### src/rtl/display_scan_scheduler_pkg.sv
// Shared definitions for the seven-segment scan scheduler.
//   scan_state_t : scan controller states (IDLE, SHOW, BLANK)
//   BLANK_SEG    : all-ones cathode pattern (segments dark). It is wide enough
//                  to be sliced down to any digit width up to SEG_W_MAX.
//   ANODE_OFF    : all four active-low anodes disabled
//   anode_for()  : digit index -> active-low one-hot anode vector
package display_pkg;

  typedef enum logic [1:0] {
    IDLE,
    SHOW,
    BLANK
  } scan_state_t;

  localparam int unsigned SEG_W_MAX = 64;
  localparam logic [SEG_W_MAX-1:0] BLANK_SEG = '1;
  localparam logic [3:0] ANODE_OFF = 4'hF;

  function automatic logic [3:0] anode_for(input logic [1:0] idx);
    logic [3:0] onehot;
    onehot = 4'b0001 << idx;
    return ~onehot;
  endfunction

endpackage

### src/rtl/display_scan_scheduler_scan_timer.sv
// Loadable down-counter used to time the SHOW and BLANK phases.
//   clk, reset : system clock, synchronous active-high reset
//   load       : reload count with load_value (takes priority over counting)
//   load_value : value to reload; a phase of N cycles is loaded with N-1
//   tc         : terminal count, high while the count is zero
// The counter parks at zero, so it can never wrap.
module scan_timer #(
  parameter int unsigned WIDTH = 8
) (
  input  logic             clk,
  input  logic             reset,
  input  logic             load,
  input  logic [WIDTH-1:0] load_value,
  output logic             tc
);

  localparam logic [WIDTH-1:0] ONE = {{(WIDTH-1){1'b0}}, 1'b1};

  logic [WIDTH-1:0] count;

  always_ff @(posedge clk) begin
    if (reset) begin
      count <= '0;
    end else if (load) begin
      count <= load_value;
    end else if (count != '0) begin
      count <= count - ONE;
    end
  end

  assign tc = (count == '0);

endmodule

### src/rtl/display_scan_scheduler.sv
// Time-multiplexed scan controller for a 4-digit seven-segment display.
// Each digit is lit for CLK_DIV cycles, followed by BLANK_CYCLES with all
// anodes off to suppress ghosting. New digit patterns are accepted into a
// pending buffer with a valid/ready handshake and copied into the displayed
// (shadow) buffer only at a frame boundary or while idle, so a frame is
// never shown half old / half new.
//   clk, reset      : system clock, synchronous active-high reset
//   enable          : scan enable; low blanks the display and idles the FSM
//   digit1..digit4  : offered segment patterns (digit1 = index 0)
//   load_valid      : new frame offered
//   load_ready      : pending buffer empty (combinational)
//   refreshcounter  : index of the current digit
//   anode           : active-low anode enables
//   seg_digit       : active-low cathode pattern of the lit digit
//   frame_done      : one-cycle pulse after the last cycle of each frame
module display_scan_scheduler
  import display_pkg::*;
#(
  parameter int unsigned CLK_DIV      = 100000,
  parameter int unsigned BLANK_CYCLES = 1000,
  parameter int unsigned DIGIT_W      = 8
) (
  input  logic               clk,
  input  logic               reset,
  input  logic               enable,
  input  logic [DIGIT_W-1:0] digit1,
  input  logic [DIGIT_W-1:0] digit2,
  input  logic [DIGIT_W-1:0] digit3,
  input  logic [DIGIT_W-1:0] digit4,
  input  logic               load_valid,
  output logic               load_ready,
  output logic [1:0]         refreshcounter,
  output logic [3:0]         anode,
  output logic [DIGIT_W-1:0] seg_digit,
  output logic               frame_done
);

  localparam int unsigned TMAX = (CLK_DIV > BLANK_CYCLES) ? CLK_DIV : BLANK_CYCLES;
  localparam int unsigned TW   = $clog2(TMAX) + 1;
  localparam logic [TW-1:0] SHOW_LOAD  = TW'(CLK_DIV - 1);
  localparam logic [TW-1:0] BLANK_LOAD = (BLANK_CYCLES > 0) ? TW'(BLANK_CYCLES - 1) : '0;
  localparam bit HAS_BLANK = (BLANK_CYCLES != 0);
  localparam logic [DIGIT_W-1:0] SEG_OFF = BLANK_SEG[DIGIT_W-1:0];

  scan_state_t state_q, state_d;
  logic [1:0]  idx_q, idx_d;

  logic [DIGIT_W-1:0] pend   [0:3];
  logic [DIGIT_W-1:0] shadow [0:3];
  logic               pend_valid;

  logic               t_load;
  logic [TW-1:0]      t_value;
  logic               t_tc;

  logic               boundary;
  logic               commit;
  logic               accept;
  logic [3:0]         anode_d;
  logic [DIGIT_W-1:0] seg_d;

  scan_timer #(
    .WIDTH(TW)
  ) u_timer (
    .clk       (clk),
    .reset     (reset),
    .load      (t_load),
    .load_value(t_value),
    .tc        (t_tc)
  );

  // Next state, next index and timer reload. The timer is reloaded on every
  // state entry, including SHOW->SHOW when blanking is disabled.
  always_comb begin
    state_d  = state_q;
    idx_d    = idx_q;
    t_load   = 1'b0;
    t_value  = '0;
    boundary = 1'b0;
    if (!enable) begin
      state_d = IDLE;
      idx_d   = '0;
      t_load  = 1'b1;
    end else begin
      case (state_q)
        IDLE: begin
          state_d = SHOW;
          idx_d   = '0;
          t_load  = 1'b1;
          t_value = SHOW_LOAD;
        end
        SHOW: begin
          if (t_tc) begin
            t_load = 1'b1;
            if (HAS_BLANK) begin
              state_d = BLANK;
              t_value = BLANK_LOAD;
            end else begin
              boundary = (idx_q == 2'd3);
              idx_d    = idx_q + 2'd1;
              t_value  = SHOW_LOAD;
            end
          end
        end
        BLANK: begin
          if (t_tc) begin
            boundary = (idx_q == 2'd3);
            state_d  = SHOW;
            idx_d    = idx_q + 2'd1;
            t_load   = 1'b1;
            t_value  = SHOW_LOAD;
          end
        end
        default: begin
          state_d = IDLE;
          idx_d   = '0;
          t_load  = 1'b1;
        end
      endcase
    end
  end

  assign load_ready = ~pend_valid;
  assign accept     = load_valid && load_ready;
  // Commit needs pend_valid=1 and accept needs pend_valid=0, so the two
  // never act on the pending buffer in the same cycle.
  assign commit     = pend_valid && (boundary || (state_q == IDLE));

  // Registered outputs are derived from the next state. On a committing edge
  // the shadow buffer is being overwritten, so read the pending copy instead.
  always_comb begin
    anode_d = ANODE_OFF;
    seg_d   = SEG_OFF;
    if (state_d == SHOW) begin
      anode_d = anode_for(idx_d);
      seg_d   = commit ? pend[idx_d] : shadow[idx_d];
    end
  end

  always_ff @(posedge clk) begin
    if (reset) begin
      state_q    <= IDLE;
      idx_q      <= '0;
      anode      <= ANODE_OFF;
      seg_digit  <= SEG_OFF;
      frame_done <= 1'b0;
      pend_valid <= 1'b0;
      for (int unsigned i = 0; i < 4; i++) begin
        shadow[i] <= SEG_OFF;
        pend[i]   <= SEG_OFF;
      end
    end else begin
      state_q    <= state_d;
      idx_q      <= idx_d;
      anode      <= anode_d;
      seg_digit  <= seg_d;
      frame_done <= boundary;
      if (commit) begin
        for (int unsigned i = 0; i < 4; i++) begin
          shadow[i] <= pend[i];
        end
        pend_valid <= 1'b0;
      end else if (accept) begin
        pend[0]    <= digit1;
        pend[1]    <= digit2;
        pend[2]    <= digit3;
        pend[3]    <= digit4;
        pend_valid <= 1'b1;
      end
    end
  end

  assign refreshcounter = idx_q;

endmodule

### config.mk
export PLATFORM = sky130hd
export DESIGN_NAME = display_scan_scheduler
export DESIGN_NICKNAME = d
export VERILOG_FILES = /design/src/rtl/display_scan_scheduler_pkg.sv /design/src/rtl/display_scan_scheduler_scan_timer.sv /design/src/rtl/display_scan_scheduler.sv
export SDC_FILE = /design/constraint.sdc
export NUM_CORES = 1
export LEC_CHECK = 0
export CORE_AREA = 5 5 93 95
export CTS_CLUSTER_SIZE = 30
export DETAILED_ROUTE_END_ITERATION = 7
export DIE_AREA = 0 0 98 100
export HOLD_SLACK_MARGIN = 0.03
export PLACE_DENSITY_LB_ADDON = 0.2
export SYNTH_ARGS = -nofsm -noshare
export SYNTH_HDL_FRONTEND = slang
export SYNTH_SLANG_ARGS = --single-unit
### constraint.sdc
create_clock -name clk -period 7.1 [get_ports clk]
set_clock_uncertainty 0.2 [all_clocks]
set_input_delay 1.42 -clock clk [delete_from_list [all_inputs] [get_ports clk]]
set_output_delay 1.42 -clock clk [all_outputs]
set_load 0.01 [all_outputs]
== Yosys cells after proc, flatten, opt, wreduce, memory -nomap -nowiden ==
Memories as Yosys holds them, arrays and structs flattened.
Cells that the tools add are included.

* Flip-flop bits (word level): 36
* Bits in writable memories: 64
* Input port bits: 36
* Output and inout port bits: 16
* Logic and storage cells: 74
* Memories: 2

{| class="wikitable"
|+ Memories
! memory !! depth !! bits a word !! read ports !! clocked after memory_dff !! write ports !! RTL line !! RTL
|-
| pend || 4 || 8 || 5 || 0 || 4 || display_scan_scheduler.sv:48 || <nowiki>logic [DIGIT_W-1:0] pend [0:3];</nowiki>
|-
| shadow || 4 || 8 || 1 || 0 || 4 || display_scan_scheduler.sv:49 || <nowiki>logic [DIGIT_W-1:0] shadow [0:3];</nowiki>
|}

* $add $sub $neg: 2
* Equal/unequal tests: 4
* Shift operators: 1
* Multiplexer cells: 37
* Bitwise operators: 11
* Reductions and logical operators: 10

{| class="wikitable"
|+ Operator list
! operator !! count
|-
| 2-to-1 mux 8 bit || 9
|-
| case mux 17 bit (3 select lines) || 1
|-
| 2-to-1 mux 18 bit || 2
|-
| 2-to-1 mux 17 bit || 2
|-
| zero test 18 bit || 1
|-
| nonzero test 18 bit || 1
|-
| subtractor 18 x 1 -> 18 bit, second input constant || 1
|-
| 2-to-1 mux 1 bit || 15
|-
| 2-to-1 mux 10 bit || 1
|-
| 2-to-1 mux 2 bit || 5
|-
| bitwise OR 1 bit || 8
|-
| case mux 2 bit (3 select lines) || 1
|-
| OR reduction 2 bit || 3
|-
| == test 2 x 1 -> 1 bit, second input constant || 2
|-
| == test 2 bit, second input constant || 2
|-
| inverter 4 bit || 1
|-
| case mux 2 bit (2 select lines) || 1
|-
| left shift 1 x 2 -> 4 bit, first input constant || 1
|-
| adder 2 x 1 -> 2 bit, second input constant || 1
|-
| logical AND 1 bit || 2
|-
| zero test 2 bit || 1
|-
| inverter 1 bit || 2
|-
| nonzero test 2 bit || 1
|-
| logical OR 1 bit || 1
|}

== Depth between registers and ports, before layout ==
* Depth in word-level cells: 10
* Mapped depth: 11

== Hierarchy ==
From an unflattened synthesis, not the netlist that was laid out.

* Cells, all modules: 390
* Area, all modules: 4591.9 µm²

{| class="wikitable"
|+ Modules (own cells, without submodules)
! module !! instances !! cells an instance !! area each (µm²)
|-
| display_scan_scheduler || 1 || 265 || 3598.5
|-
| scan_timer || 1 || 125 || 993.5
|}

== Worst setup path before layout ==
OpenSTA, ideal clock, no wires.

* Path type: in2reg
* Start point: input port enable
* End point: memory shadow[0][0] (enable)
* Library setup time: 0.490 ns
* Data arrival time: 2.647 ns
* Setup slack: 3.763 ns
* Stages on the path: 4
* Path buffers: 0
* Cells stage by stage: nand3_1 -> nor3_1 -> o21ai_0 -> nand2b_1

{| class="wikitable"
|+ RTL lines
! what !! RTL line !! RTL
|-
| from (decl) || display_scan_scheduler.sv:25 || <nowiki>input logic enable,</nowiki>
|-
| to (decl) || display_scan_scheduler.sv:49 ||
|}

== Worst setup path after layout ==
* Start point: input port enable
* End point: register seg_digit[7]

* Longest elaborated chain between the ends: 4
* Elaborated cells on any way between the ends: 11
* Classes of those cells: 1 x eq/ne; 4 x mux; 1 x bitwise; 3 x reduce/logical; 2 x memory

{| class="wikitable"
|+ Ends and longest elaborated chain
! what !! RTL line !! RTL
|-
| parallel branches: the longest is 4 deep, another holds memory (4 x 8 bit) || n/a ||
|-
| to (signal assigned) || display_scan_scheduler.sv:156 || <nowiki>seg_digit <= seg_d;</nowiki>
|-
| to (decl) || display_scan_scheduler.sv:34 || <nowiki>output logic [DIGIT_W-1:0] seg_digit,</nowiki>
|}

Several ways; the timed one is not identified.
A chain may end at the register's enable or synchronous reset.

==> reports/results.ini <==
[run_status]
status = complete, no violations

[logic_synthesis]
synth_top_area_cell = edfxtp_1
ys.flop_type = edfxtp_1
ys_seq_elements = 100
yosys-top-cells-count = or3_1, edfxtp_1, dfxtp_1
synth_area_per_cell_sq_um = 11.8
yosysWarnings = 0
muxShareOfSynthArea_pct = 6.09
synth-edff-count = 64
synthCells = 383
syn_area_sq_um = 4520
synthAdderAreaFrac_pct = 1.94
synth_top_area_share_pct = 42.5
ys_seq_area_share_pct = 58.5
synth_nets = 426
synth_cell_types = 43
synth.area.top_cells = edfxtp_1, dfxtp_1, or3_1
yosys.area_share.xor_xnor_pct = 2.91
async_flop_share_pct = 0
synth_top_family_by_area = simple AND/OR/NAND/NOR gates
synth_most_common_cell = or3_1
synth-compound-area-share_pct = 8.47
yosys.area_share.simple_pct = 18.9

[layout]
fin_nets = 468
area_growth_pct = 16.2
drive_gt1_share_pct = 8.60
insertedDiodeCount = 0
post-route-util_pct = 68.7

[power_and_ir_drop]
ir_drop_mv = 0.114
intPower_mw = 0.833
switchingPower_mw = 0.299
pwr-share-seq_pct = 57.4
swShare_pct = 26.4
p_leak_nw = 1.69
clkPwrFrac_pct = 31.0
p_per_area_nw_per_um2 = 216
power_frac_comb_pct = 11.6

[placement]
post-place-ws_ps = 2250
dpl.hpwl_um = 6170
gp_congestion = 0.831
port_buffers = 51

[drt]
via_per_inst = 5.81
wl_um = 9210
drtIter0Drc = 218
num_vias = 3090
wl_per_cell_um = 17.3
drcViolationCount = 0
first_pass_iters = 5
drtAntennaViolNets = 0

[sta]
tns_ps = 0
worst-slew-pin-transition_ps = 1180
layout_setup_ws_ps = 2600
final-max-slew-violation-count = 0
rsz0062_at_grt = false
max_freq_ghz = 0.222
fin_crit_sh_pct = 63.3
period_needed_ps = 4500
relSlewSlack_pct = 20.7
setup_viol = 0
final_hold_viol_count = 0

[global_route]
grt_max_degree = 72
grtUsageTotal_pct = 19.3
grt_overflow = 0
grt_pass1_wl_um = 15000
grt_pass1_vias = 3001
antenna_found_initial = 0

[worst_setup_path]
ff2ff_path_depth = 7
r2r-end = seg_digit[7]$_SDFF_PP1_
end_kind = register
critPathTopFamily = compound AO/OA/AOI/OAI gates
cp_num_buf_inv = 1
critical_path.max_fanout = 30
crit_chain = clkdlybuf4s50_1 -> and2_1 -> o2111ai_1 -> o21ai_0 -> a31oi_4 -> nand3_1 -> a211oi_1 -> nor4_2
slowest_delay_ps = 910
rr_startpoint = u_timer.count[11]$_SDFFE_PP0P_
rrSetupSlack_ps = 3140
slowest_stage = a31oi_4
crit_path_start_kind = input port
critPathArrivalTime_ps = 4540
cp.required_ps = 7150
critPathKind = input port to register

[clocking]
path_clk_slew_ps = 100
hold_buffers = 0
clk_latency_ps = 360
clk_path_buf_depth = 2
cts_tree = yes
cts.sinks = 100
post_cts_resized = 0
post-cts-setup-buffers = 0
cts_made_buffers = 9
root_buffer = clkbuf_8
htree_levels = 3

[die]
io_pins = 52
placementRows = 32
die_y_um = 100
initial_core_util_pct = 59.1
design.die.area_sq_um = 9800
core_sq_um = 7650
die_x_um = 98

[hold_path]
min_to = u_timer.count[0]$_SDFFE_PP0P_
hold_start = u_timer.count[0]$_SDFFE_PP0P_
hold_depth = 1
hp-class = register to register

[job]
cap_violations = 0

sequential cells by signal, indices dropped and copies added, names as in the netlist:
name,cells
pend,32
frame_done,1
shadow,32
pend_valid,1
seg_digit,8
refreshcounter,2
anode,4
state_q,2
u_timer.count,18
layout by cell type, fill, tap and decap left out, drive strengths merged, types with 2 or more instances in the layout:
| cell type | count |
|---|---|
| nand2 | 13 |
| mux2i | 17 |
| xor2 | 3 |
| a21oi | 2 |
| nand3 | 5 |
| dfxtp | 36 |
| or4 | 2 |
| clkdlybuf4s50 | 50 |
| a211oi | 16 |
| inv | 10 |
| nor3 | 9 |
| xnor2 | 12 |
| and2 | 2 |
| ha | 7 |
| nor4 | 11 |
| nand2b | 4 |
| o21ai | 20 |
| or3 | 69 |
| a21o | 2 |
| buf | 5 |
| o22ai | 2 |
| clkbuf | 9 |
| edfxtp | 64 |
| mux2 | 9 |
| nor2 | 28 |
| a22o | 8 |
| clkinv | 2 |
| or2 | 2 |
worst reg2reg max path: stages (launching register included):
cell      delay, ps
dfxtp_1         370
or4_4           570
nand4b_4        260
mux2_4          360
a31oi_4         900
nand3_1         620
a211oi_1        480
nor4_2           90
power groups by stage:
stage | Combinational (mW) | Sequential (mW) | Clock, mW
4_1_cts | 0.131 | 0.650 | 0.357
6_report | 0.131 | 0.650 | 0.351
3_5_place_dp | 0.130 | 0.663 | 0
2_1_floorplan | 0.0869 | 0.660 | 0
3_3_place_gp | 0.127 | 0.662 | 0
5_1_grt | 0.145 | 0.651 | 0.384
layer usage:
metal  wire (um)  track usage, %  share of wire, %  vias to the layer above
li1            -               -                 -                     1519
met1        4050            25.7                44                     1466
met2        4620            32.3                50                       92
met3         423            3.27               4.6                       13
met4         107            6.50               1.2                        0
met5           0               0                 0                        -
metrics by stage:
stage	total power, mW	area (sq um)	cells	hold slack, ps
3_5_place_dp	0.793	5060	516	252
6_report	1.13	5250	532	263
4_1_cts	1.14	5250	532	271
5_1_grt	1.18	5250	532	278
3_3_place_gp	0.790	5060	516	244
2_1_floorplan	0.747	4520	383	227
worst max-delay path by stage:
stage | cells after the start | slack [ps] | startpoint | end
after floorplan | 4 | 3760 | enable | shadow[0][0]$_SDFFCE_PN1P_
after global placement | 8 | 2450 | enable | seg_digit[7]$_SDFF_PP1_
after detailed placement | 8 | 2250 | enable | seg_digit[7]$_SDFF_PP1_
after CTS | 8 | 2600 | enable | seg_digit[7]$_SDFF_PP1_
after global routing | 8 | 2370 | enable | seg_digit[7]$_SDFF_PP1_
final | 8 | 2600 | enable | seg_digit[7]$_SDFF_PP1_
kinds of logic (layout without fill, tap and decap cells):
group                    after synthesis  after routing
multiplexers                          26             26
AO/OA/AOI/OAI                         55             55
buffers and inverters                 30             77
XOR/XNOR                              15             15
AND/OR/NAND/NOR                      150            150
flip-flops                           100            100
adder cells (fa/ha/maj)                7              7
layout make-up:
cell class                 instances  area (sq um)
clock buffer                       9           124
clock inverter                     7          67.6
fill                             576          2390
inverter                           6          22.5
multi-input combinational        253          1730
sequential                       100          2640
tap                              102           128
timing repair buffer              55           536
Note: power is estimated with default switching activity, not from simulation.
